## config.mk

```make
export PLATFORM = sky130hd
export DESIGN_NAME = inst_record_table
export DESIGN_NICKNAME = d
export VERILOG_FILES = /design/src/rtl/inst_record_table.sv
export SDC_FILE = /design/constraint.sdc
export NUM_CORES = 1
export LEC_CHECK = 0
export ABC_AREA = 1
export BUFFER_PORTS_ARGS = -buffer_cell sky130_fd_sc_hd__buf_4
export CAP_MARGIN = 20
export CORE_AREA = 3 3 298 300
export DETAILED_ROUTE_END_ITERATION = 6
export DIE_AREA = 0 0 301 303
export SYNTH_ARGS = -nofsm -noshare
export SYNTH_HDL_FRONTEND = slang
export SYNTH_SLANG_ARGS = --single-unit
```

## constraint.sdc

```tcl
create_clock -name clock -period 7.21 [get_ports clock]
set_clock_uncertainty 0.15 [all_clocks]
set_input_delay 0.721 -clock clock [delete_from_list [all_inputs] [get_ports clock]]
set_output_delay 0.721 -clock clock [all_outputs]
set_load 0.01 [all_outputs]
```

## src/rtl/inst_record_table.sv

```systemverilog
// In-flight vector instruction record table: one slot per issued instruction,
// tracking retired element writes until the instruction completes.
module inst_record_table #(
   parameter int SLOTS  = 4,
   parameter int MASK_W = 128
) (
   input  logic                       clock,
   input  logic                       reset,
   input  logic                       alloc_valid,
   output logic                       alloc_ready,
   input  logic                       alloc_vd_valid,
   input  logic                       alloc_vs1_valid,
   input  logic                       alloc_gather,
   input  logic                       alloc_gather16,
   input  logic                       alloc_onlyRead,
   input  logic [4:0]                 alloc_vd_bits,
   input  logic [4:0]                 alloc_vs1_bits,
   input  logic [4:0]                 alloc_vs2,
   input  logic [2:0]                 alloc_instIndex,
   input  logic                       update_valid,
   input  logic [2:0]                 update_instIndex,
   input  logic [MASK_W-1:0]          update_mask,
   input  logic                       retire_valid,
   input  logic [2:0]                 retire_instIndex,
   output logic [SLOTS-1:0]           record_valid,
   output logic [SLOTS-1:0]           record_vd_valid,
   output logic [SLOTS-1:0]           record_vs1_valid,
   output logic [SLOTS-1:0]           record_gather,
   output logic [SLOTS-1:0]           record_gather16,
   output logic [SLOTS-1:0]           record_onlyRead,
   output logic [5*SLOTS-1:0]         record_vd_bits,
   output logic [5*SLOTS-1:0]         record_vs1_bits,
   output logic [5*SLOTS-1:0]         record_vs2,
   output logic [3*SLOTS-1:0]         record_instIndex,
   output logic [MASK_W*SLOTS-1:0]    record_elementMask,
   output logic [$clog2(SLOTS):0]     count,
   output logic                       update_miss
);
   localparam int IDX_W = $clog2(SLOTS);
   localparam int CNT_W = IDX_W + 1;

   logic [SLOTS-1:0]  slotValid;
   logic [SLOTS-1:0]  slotVdValid;
   logic [SLOTS-1:0]  slotVs1Valid;
   logic [SLOTS-1:0]  slotGather;
   logic [SLOTS-1:0]  slotGather16;
   logic [SLOTS-1:0]  slotOnlyRead;
   logic [4:0]        slotVd   [SLOTS];
   logic [4:0]        slotVs1  [SLOTS];
   logic [4:0]        slotVs2  [SLOTS];
   logic [2:0]        slotIdx  [SLOTS];
   logic [MASK_W-1:0] slotMask [SLOTS];
   logic [CNT_W-1:0]  countReg;
   logic              missReg;

   logic [SLOTS-1:0]  updHit;
   logic [SLOTS-1:0]  retHit;
   logic              dupHit;
   logic              anyFree;
   logic [IDX_W-1:0]  freeIdx;
   logic              allocFire;

   // Descending scan leaves freeIdx at the lowest-numbered invalid slot.
   always_comb begin
      updHit  = '0;
      retHit  = '0;
      dupHit  = 1'b0;
      anyFree = 1'b0;
      freeIdx = '0;
      for (int i = SLOTS - 1; i >= 0; i--) begin
         if (!slotValid[i]) begin
            anyFree = 1'b1;
            freeIdx = IDX_W'(i);
         end
      end
      for (int i = 0; i < SLOTS; i++) begin
         updHit[i] = update_valid & slotValid[i] & (slotIdx[i] == update_instIndex);
         retHit[i] = retire_valid & slotValid[i] & (slotIdx[i] == retire_instIndex);
         dupHit    = dupHit | (slotValid[i] & (slotIdx[i] == alloc_instIndex));
      end
   end

   assign alloc_ready = ~reset & anyFree & ~dupHit;
   assign allocFire   = alloc_valid & alloc_ready;

   always_ff @(posedge clock) begin
      if (reset) begin
         slotValid    <= '0;
         slotVdValid  <= '0;
         slotVs1Valid <= '0;
         slotGather   <= '0;
         slotGather16 <= '0;
         slotOnlyRead <= '0;
         for (int i = 0; i < SLOTS; i++) begin
            slotVd[i]   <= '0;
            slotVs1[i]  <= '0;
            slotVs2[i]  <= '0;
            slotIdx[i]  <= '0;
            slotMask[i] <= '0;
         end
         countReg <= '0;
         missReg  <= 1'b0;
      end else begin
         for (int i = 0; i < SLOTS; i++) begin
            // An allocating slot is invalid, so it can never also see an update or retire hit.
            if (allocFire && (freeIdx == IDX_W'(i))) begin
               slotValid[i]    <= 1'b1;
               slotVdValid[i]  <= alloc_vd_valid;
               slotVs1Valid[i] <= alloc_vs1_valid;
               slotGather[i]   <= alloc_gather;
               slotGather16[i] <= alloc_gather16;
               slotOnlyRead[i] <= alloc_onlyRead;
               slotVd[i]       <= alloc_vd_bits;
               slotVs1[i]      <= alloc_vs1_bits;
               slotVs2[i]      <= alloc_vs2;
               slotIdx[i]      <= alloc_instIndex;
               slotMask[i]     <= '0;
            end else begin
               if (updHit[i] && !retHit[i])
                  slotMask[i] <= slotMask[i] | update_mask;
               if (retHit[i])
                  slotValid[i] <= 1'b0;
            end
         end
         countReg <= countReg + CNT_W'(allocFire) - CNT_W'(|retHit);
         missReg  <= update_valid & ~(|updHit);
      end
   end

   assign record_valid     = slotValid;
   assign record_vd_valid  = slotVdValid;
   assign record_vs1_valid = slotVs1Valid;
   assign record_gather    = slotGather;
   assign record_gather16  = slotGather16;
   assign record_onlyRead  = slotOnlyRead;
   assign count            = countReg;
   assign update_miss      = missReg;

   for (genvar g = 0; g < SLOTS; g++) begin : gFlat
      assign record_vd_bits[5*g +: 5]             = slotVd[g];
      assign record_vs1_bits[5*g +: 5]            = slotVs1[g];
      assign record_vs2[5*g +: 5]                 = slotVs2[g];
      assign record_instIndex[3*g +: 3]           = slotIdx[g];
      assign record_elementMask[MASK_W*g +: MASK_W] = slotMask[g];
   end

endmodule

```

==> impl_results.md, run 1 <==
* DRT Pass-1 Iters at 5
* Maximum Capacitance Violations at 0
* Post-synth top area share at 0.728
* Vias at 17.9k
* Layout cells sized above 1 at 0.324
* I/O pins at 775
* Mean Syn Cell Area at 11.8 um2
* Ys Warns at 0
* H-tree levels at 3
* Reg clk slew, reported paths at 0.06 ns
* Pwr Density at 255 mW/mm2
* Post-Synth Simple-Gate Area at 0.213
* Num rows at 108
* Gr busiest metal: met2
* Vias per std cell at 4.45
* TNS Setup at 0 ns
* VDD IR max at 186 uV
* CTS Hold Buffers Added at 0
* Drt initial violations at 1286
* Final setup violation count at 0
* Asr flop ratio synth at 0
* Antenna violations before repair at 3
* Synth Area in XOR/XNOR at 0.00254
* Root Buffer: clkbuf_16
* Drt drc at 0
* Synthesis-to-layout area growth at 38.4%
* Pre-CTS worst setup slack at 3.15 ns
* Worst Tran Pin Value at 0.968 ns
* Synth Instances at 2036
* Post-CTS Setup Bufs at 0
* Critical Path Source Type: register
* Cts repair resizes at 0
* Core area at 0.0865 mm2
* Max-slew headroom at the worst pin at 0.354
* Sequential share of the synthesized area at 0.751
* Synth unique cells at 35
* P_leak at 14.7 nW
* Num CTS Buffers at 71
* Die Wd at 301 um
* ANT nets after route at 0
* Max Freq at 277 MHz
* HP Class: in -> reg
* Die height at 303 um
* Worst setup EP type: register
* Met3 usage at 0.0493
* Number of global-route vias before repair at 17.1k
* Compound-gate portion of the synthesized area at 0.00514
* GRT met2 Usage at 0.275
* Port-buffer cells at 774
* Synth area leader: edfxtp_1
* Remaining Overflow, GRT at 0
* Syn nets at 2201
* Hpwl dp at 56700 um
* Min cycle time layout at 3.61 ns
* Main combinational cell family by area after synthesis: simple AND/OR/NAND/NOR gates
* Most common cell after layout, fill and taps aside: nor2_1
* Dominant synthesized flop cell: edfxtp_1
* Crit path DAT at 3.70 ns
* Largest net degree at the start of global routing at 130
* CTS tree: yes
* Crit path max fanout at 47
* Status: completed
* CTS sink count at 612
* Commonest non-fill, non-tap cells in the layout: 1092 x nor2_1, 785 x buf_4, 584 x edfxtp_1
* Min Hold Slack at 0.189 ns
* Clock latency on the worst-skew pair at 0.60 ns
* Global-route wire length before repair at 115000 um
* RSZ-0062 raised after global routing: no
* Setup ws final at 3.60 ns
* Part of the cycle the worst path needs at 0.500
* FF-to-FF setup slack at 3.60 ns
* Initial cell density of the core at 0.279
* Design Power at 8.51 mW
* Synthesized area at 0.0241 mm2
* Worst Path Required at 7.30 ns
* Slew Viols, Final at 0
* Ranking of synthesized cells by area: edfxtp_1 73%, nor2_1 17%, dfxtp_1 2.3%, nand2_1 1.3%, buf_6 0.93%
* RePlAce Congestion at 0.857
* Synth Area in Adders at 0.00187
* Critical setup path kind: reg -> reg
* M1 GR Usage at 0.203
* Clock tree buffer depth at 3
* Count of state elements after synthesis at 612
* WL final at 79500 um
* EDFF count, synth at 584
* Fin. Hold Viols at 0
* Mux cell area share after synthesis at 0
* Wire per inst at 19.7 um
* Die area at 0.0912 mm2
* GRT Util Overall at 0.166
* Fin nets at 2990
[cells in the mapped netlist (7+ instances only)]
library cell	count
nor2_1	1092
edfxtp_1	584
nand2_1	82
buf_2	40
nand3_1	38
inv_1	35
dfxtp_1	28
nand4_1	25
nor2_2	23
buf_6	20
a21oi_1	10
clkbuf_1	7
inv_2	7
[metrics by stage]
step | instance area [um2] | utilization | cells
floorplan | 24100 | - | 2036
global placement | 31100 | 0.360 | 3907
detailed placement | 31100 | 0.360 | 3907
CTS | 33300 | 0.386 | 4029
global route | 33400 | 0.386 | 4031
finish | 33400 | 0.386 | 4031
[final timing paths]
| check | cells after the start | start | to |
|---|---|---|---|
| setup / recovery | 10 | slotIdx[3][0]$_SDFFCE_PN0P_ | slotMask[3][107]$_SDFFCE_PN0P_ |
| hold / removal | 2 | reset | count[0]$_SDFF_PP0_ |
| setup reg to reg | 10 | slotIdx[3][0]$_SDFFCE_PN0P_ | slotMask[3][107]$_SDFFCE_PN0P_ |
| hold reg to reg | 2 | record_gather16[0]$_SDFFE_PP0P_ | record_gather16[0]$_SDFFE_PP0P_ |
[critical path: stages (launching register included)]
cell	delay (ns)
edfxtp_1	0.47
inv_1	0.16
nand2_1	0.06
nand2_1	0.06
nor2_1	0.04
nand2_1	0.11
nand2_1	0.10
nor2_4	0.22
nand4_4	0.46
nand3_4	0.81
buf_4	0.51
[power breakdown]
| part | switching (mW) | internal, mW |
|---|---|---|
| clock network | 1.44 | 2.06 |
| logic | 0.477 | 0.334 |
| registers | 0.110 | 4.08 |
| total | 2.03 | 6.48 |
[cell type report]
cell class / count / area, um2
antenna: 2 / 5.00
tap: 1155 / 1450
clock inverter: 31 / 338
clock buffer: 91 / 1900
fill: 8585 / 53100
sequential: 612 / 18100
multi-input combinational: 1309 / 5430
inverter: 42 / 158
timing repair buffer: 789 / 5970
[flip-flops by register name, summed over array words and instances, names as in the netlist]
name and cells:
slotMask 512, slotVd 20, slotVs1 20, slotVs2 20, slotIdx 12, record_gather16 4
record_gather 4, record_onlyRead 4, record_valid 4, record_vd_valid 4, record_vs1_valid 4, count 3
update_miss 1
[logic make-up after synthesis]
| kind of cell | after synthesis |
|---|---|
| buffers and inverters | 115 |
| AO/OA/AOI/OAI | 22 |
| AND/OR/NAND/NOR | 1277 |
| XOR/XNOR | 7 |
| flip-flops | 612 |
| adder cells (fa/ha/maj) | 3 |
[metal layers]
metal  up-vias  part of all wire
met2       771              0.48
met5         -                 0
met1      8607              0.39
met3       141             0.092
met4         0             0.035
li1       8400                 -
Note: power is estimated with default switching activity, not from simulation.
==> run 2, diff against run 1 <==
==> constraint.sdc (replaced) <==
create_clock -name clock -period 3.56 [get_ports clock]
set_clock_uncertainty 0.15 [all_clocks]
set_input_delay 0.356 -clock clock [delete_from_list [all_inputs] [get_ports clock]]
set_output_delay 0.356 -clock clock [all_outputs]
set_load 0.01 [all_outputs]
==> run 2 against run 1 <==
  * Critical path depth rose by 2
  * Sequential share of layout area fell by 2.8 points
  * Worst hold slack got worse by 0.13 ns
  * Die area did not move
  * Sequential power rose by 100%
  * Critical path type is now in -> reg
  * Largest power group unchanged
==> impl_results.md, run 2 (synthesis gave the netlist of run 1 again) <==
* Crit path DAT at 3.00 ns (was 3.70 ns)
* Clock power share at 0.404 (was 0.412)
* Antenna violations before repair at 4 (was 3)
* Pwr Density at 493 mW/mm2 (was 255 mW/mm2)
* Biggest register: slotMask (unchanged)
* Hpwl dp at 57500 um (was 56700 um)
* Post-CTS Setup Bufs at 0 (unchanged)
* TNS Setup at 0 ns (unchanged)
* ANT nets after route at 0 (unchanged)
* Final instance area at 0.0352 mm2 (was 0.0334 mm2)
* Clock latency on the worst-skew pair at 0.60 ns (about the same)
* Most common cell after layout, fill and taps aside: nor2_1 (unchanged)
* Die area at 0.0912 mm2 (unchanged)
* Max FFs per register at 512 (unchanged)
* Cts repair resizes at 0 (unchanged)
* VDD IR max at 309 uV (was 186 uV)
* Final setup violation count at 0 (unchanged)
* Critical setup path kind: in -> reg (was reg -> reg)
* Commonest non-fill, non-tap cells in the layout: 1092 x nor2_1, 796 x buf_4, 584 x edfxtp_1 (was 1092 x nor2_1, 785 x buf_4, 584 x edfxtp_1)
* DRT Pass-1 Iters at 5 (unchanged)
* I/O pins at 775 (unchanged)
* Min Hold Slack at 0.0576 ns (was 0.189 ns)
* Register Area at 0.0181 mm2 (unchanged)
* H-tree levels at 3 (unchanged)
* Port-buffer cells at 774 (unchanged)
* Setup ws final at 0.640 ns (was 3.60 ns)
* Min cycle time layout at 2.92 ns
* Layout cells sized above 1 at 0.313 (was 0.324)
* Crit path max fanout at 55 (was 47)
* Pre-CTS worst setup slack at 0.612 ns (was 3.15 ns)
* P_leak at 15.5 nW (was 14.7 nW)
* P_sw at 4.22 mW (was 2.03 mW)
* Fin. Hold Viols at 0 (unchanged)
* Die height at 303 um (unchanged)
* GRT Util Overall at 0.173 (was 0.166)
* Share of total power in combinational logic at 0.107 (was 0.095)
* CTS sink count at 612 (unchanged)
* Largest net degree at the start of global routing at 129 (was 130)
* Multi-input gate area at 0.00543 mm2 (unchanged)
* Drt drc at 0 (unchanged)
* Vias per std cell at 4.42 (was 4.45)
* Initial cell density of the core at 0.279 (unchanged)
* Fin nets at 3166 (was 2990)
* Vias at 18.6k (was 17.9k)
* Reg clk slew, reported paths at 0.06 ns (about the same)
* Part of the cycle the worst path needs at 0.820
* Maximum Capacitance Violations at 0 (unchanged)
* Synthesis-to-layout area growth at 45.9% (was 38.4%)
* Internal at 13.1 mW (was 6.48 mW)
* Status: completed (unchanged)
* Critical Path Source Type: primary input (was register)
* DP Area at 0.0315 mm2 (was 0.0311 mm2)
* RSZ-0062 raised after global routing: no (unchanged)
* RePlAce Congestion at 0.884 (was 0.857)
* Switching Share at 0.244 (was 0.239)
* Max Freq at 343 MHz
* Worst setup EP type: register (unchanged)
* Num CTS Buffers at 70 (was 71)
* Number of global-route vias before repair at 18.2k (was 17.1k)
* Core area at 0.0865 mm2 (unchanged)
* FF-to-FF setup slack at 0.66 ns (was 3.60 ns)
* Worst Tran Pin Value at 0.845 ns (was 0.968 ns)
* Seq pwr share at 0.490 (was 0.493)
* CTS Hold Buffers Added at 152 (was 0)
* Max-slew headroom at the worst pin at 0.437 (was 0.354)
* Worst Path Required at 3.64 ns (was 7.30 ns)
* Num rows at 108 (unchanged)
* Wire per inst at 19.8 um (was 19.7 um)
* Global-route wire length before repair at 119000 um (was 115000 um)
* Root Buffer: clkbuf_16 (unchanged)
* Filler cells at 8369 (was 8585)
* Die Wd at 301 um (unchanged)
* Drt initial violations at 1360 (was 1286)
* CTS tree: yes (unchanged)
* Remaining Overflow, GRT at 0 (unchanged)
* HP Class: in -> reg (unchanged)
* Slew Viols, Final at 0 (unchanged)
* Clock tree buffer depth at 3 (unchanged)
* WL final at 83300 um (was 79500 um)
==> run 2: changes by cell type in the layout (fill, tap and decap cells not counted), sizes merged <==
| cell | delta |
|---|---|
| dlygate4sd3 | +152 |
| buf | +25 |
| clkinv | +6 |
| clkinvlp | -3 |
| inv | -3 |
| clkbuf | -2 |
| bufinv | -1 |
| diode | -1 |
==> run 2: per-stage QoR <==
step / instances / power, mW / utilization
finish: 4204 / 17.3 / 0.407
global route: 4204 / 18.0 / 0.407
CTS: 4203 / 17.5 / 0.407
detailed placement: 3932 / 10.3 / 0.364
global placement: 3932 / 10.3 / 0.364
floorplan: 2036 / 9.22 / -
==> run 2: path summary, 6_finish.rpt <==
check	startpoint	endpoint	cells after the start
max	alloc_instIndex[1]	slotMask[2][95]$_SDFFCE_PN0P_	12
min	update_mask[25]	slotMask[1][25]$_SDFFCE_PN0P_	3
max reg2reg	record_valid[1]$_SDFFE_PP0P_	slotMask[2][95]$_SDFFCE_PN0P_	5
min reg2reg	record_onlyRead[0]$_SDFFE_PP0P_	record_onlyRead[0]$_SDFFE_PP0P_	2
==> run 2: power by group through the flow <==
stage                     Sequential (mW)  Combinational [mW]  Clock [mW]
after global placement               8.62                1.73           0
after CTS                            8.48                1.87        7.19
after floorplan                      8.78               0.433           0
final                                8.48                1.85        6.99
after global routing                 8.52                1.98        7.46
after detailed placement             8.62                1.73           0
==> run 2: cell type report <==
type                            count  area share
Timing Repair Buffer              966       0.223
Clock buffer                       89      0.0531
Multi-Input combinational cell   1309       0.155
Clock inverter                     30     0.00865
Tap cell                         1155      0.0411
Inverter                           42     0.00448
Antenna cell                        1   0.0000712
Sequential cell                   612       0.515
==> run 2: layer usage <==
metal / vias up / global-route usage / wire length, um / part of all wire
met4: 0 / 0.0547 / 2360 / 0.028
met2: 767 / 0.296 / 41000 / 0.49
li1: 8738 / - / - / -
met5: - / 0 / 0 / 0
met1: 8929 / 0.207 / 32000 / 0.38
met3: 140 / 0.0556 / 7970 / 0.096
==> run 2: critical path, cell delays in order <==
cell           delay, ns
dlygate4sd3_1       0.54
buf_4               0.16
inv_2               0.18
nand2_1             0.08
nand2_1             0.06
nor2_1              0.04
nand2_1             0.09
nand2_1             0.09
nor2_4              0.23
nand4_4             0.34
nand3_4             0.37
buf_12              0.31
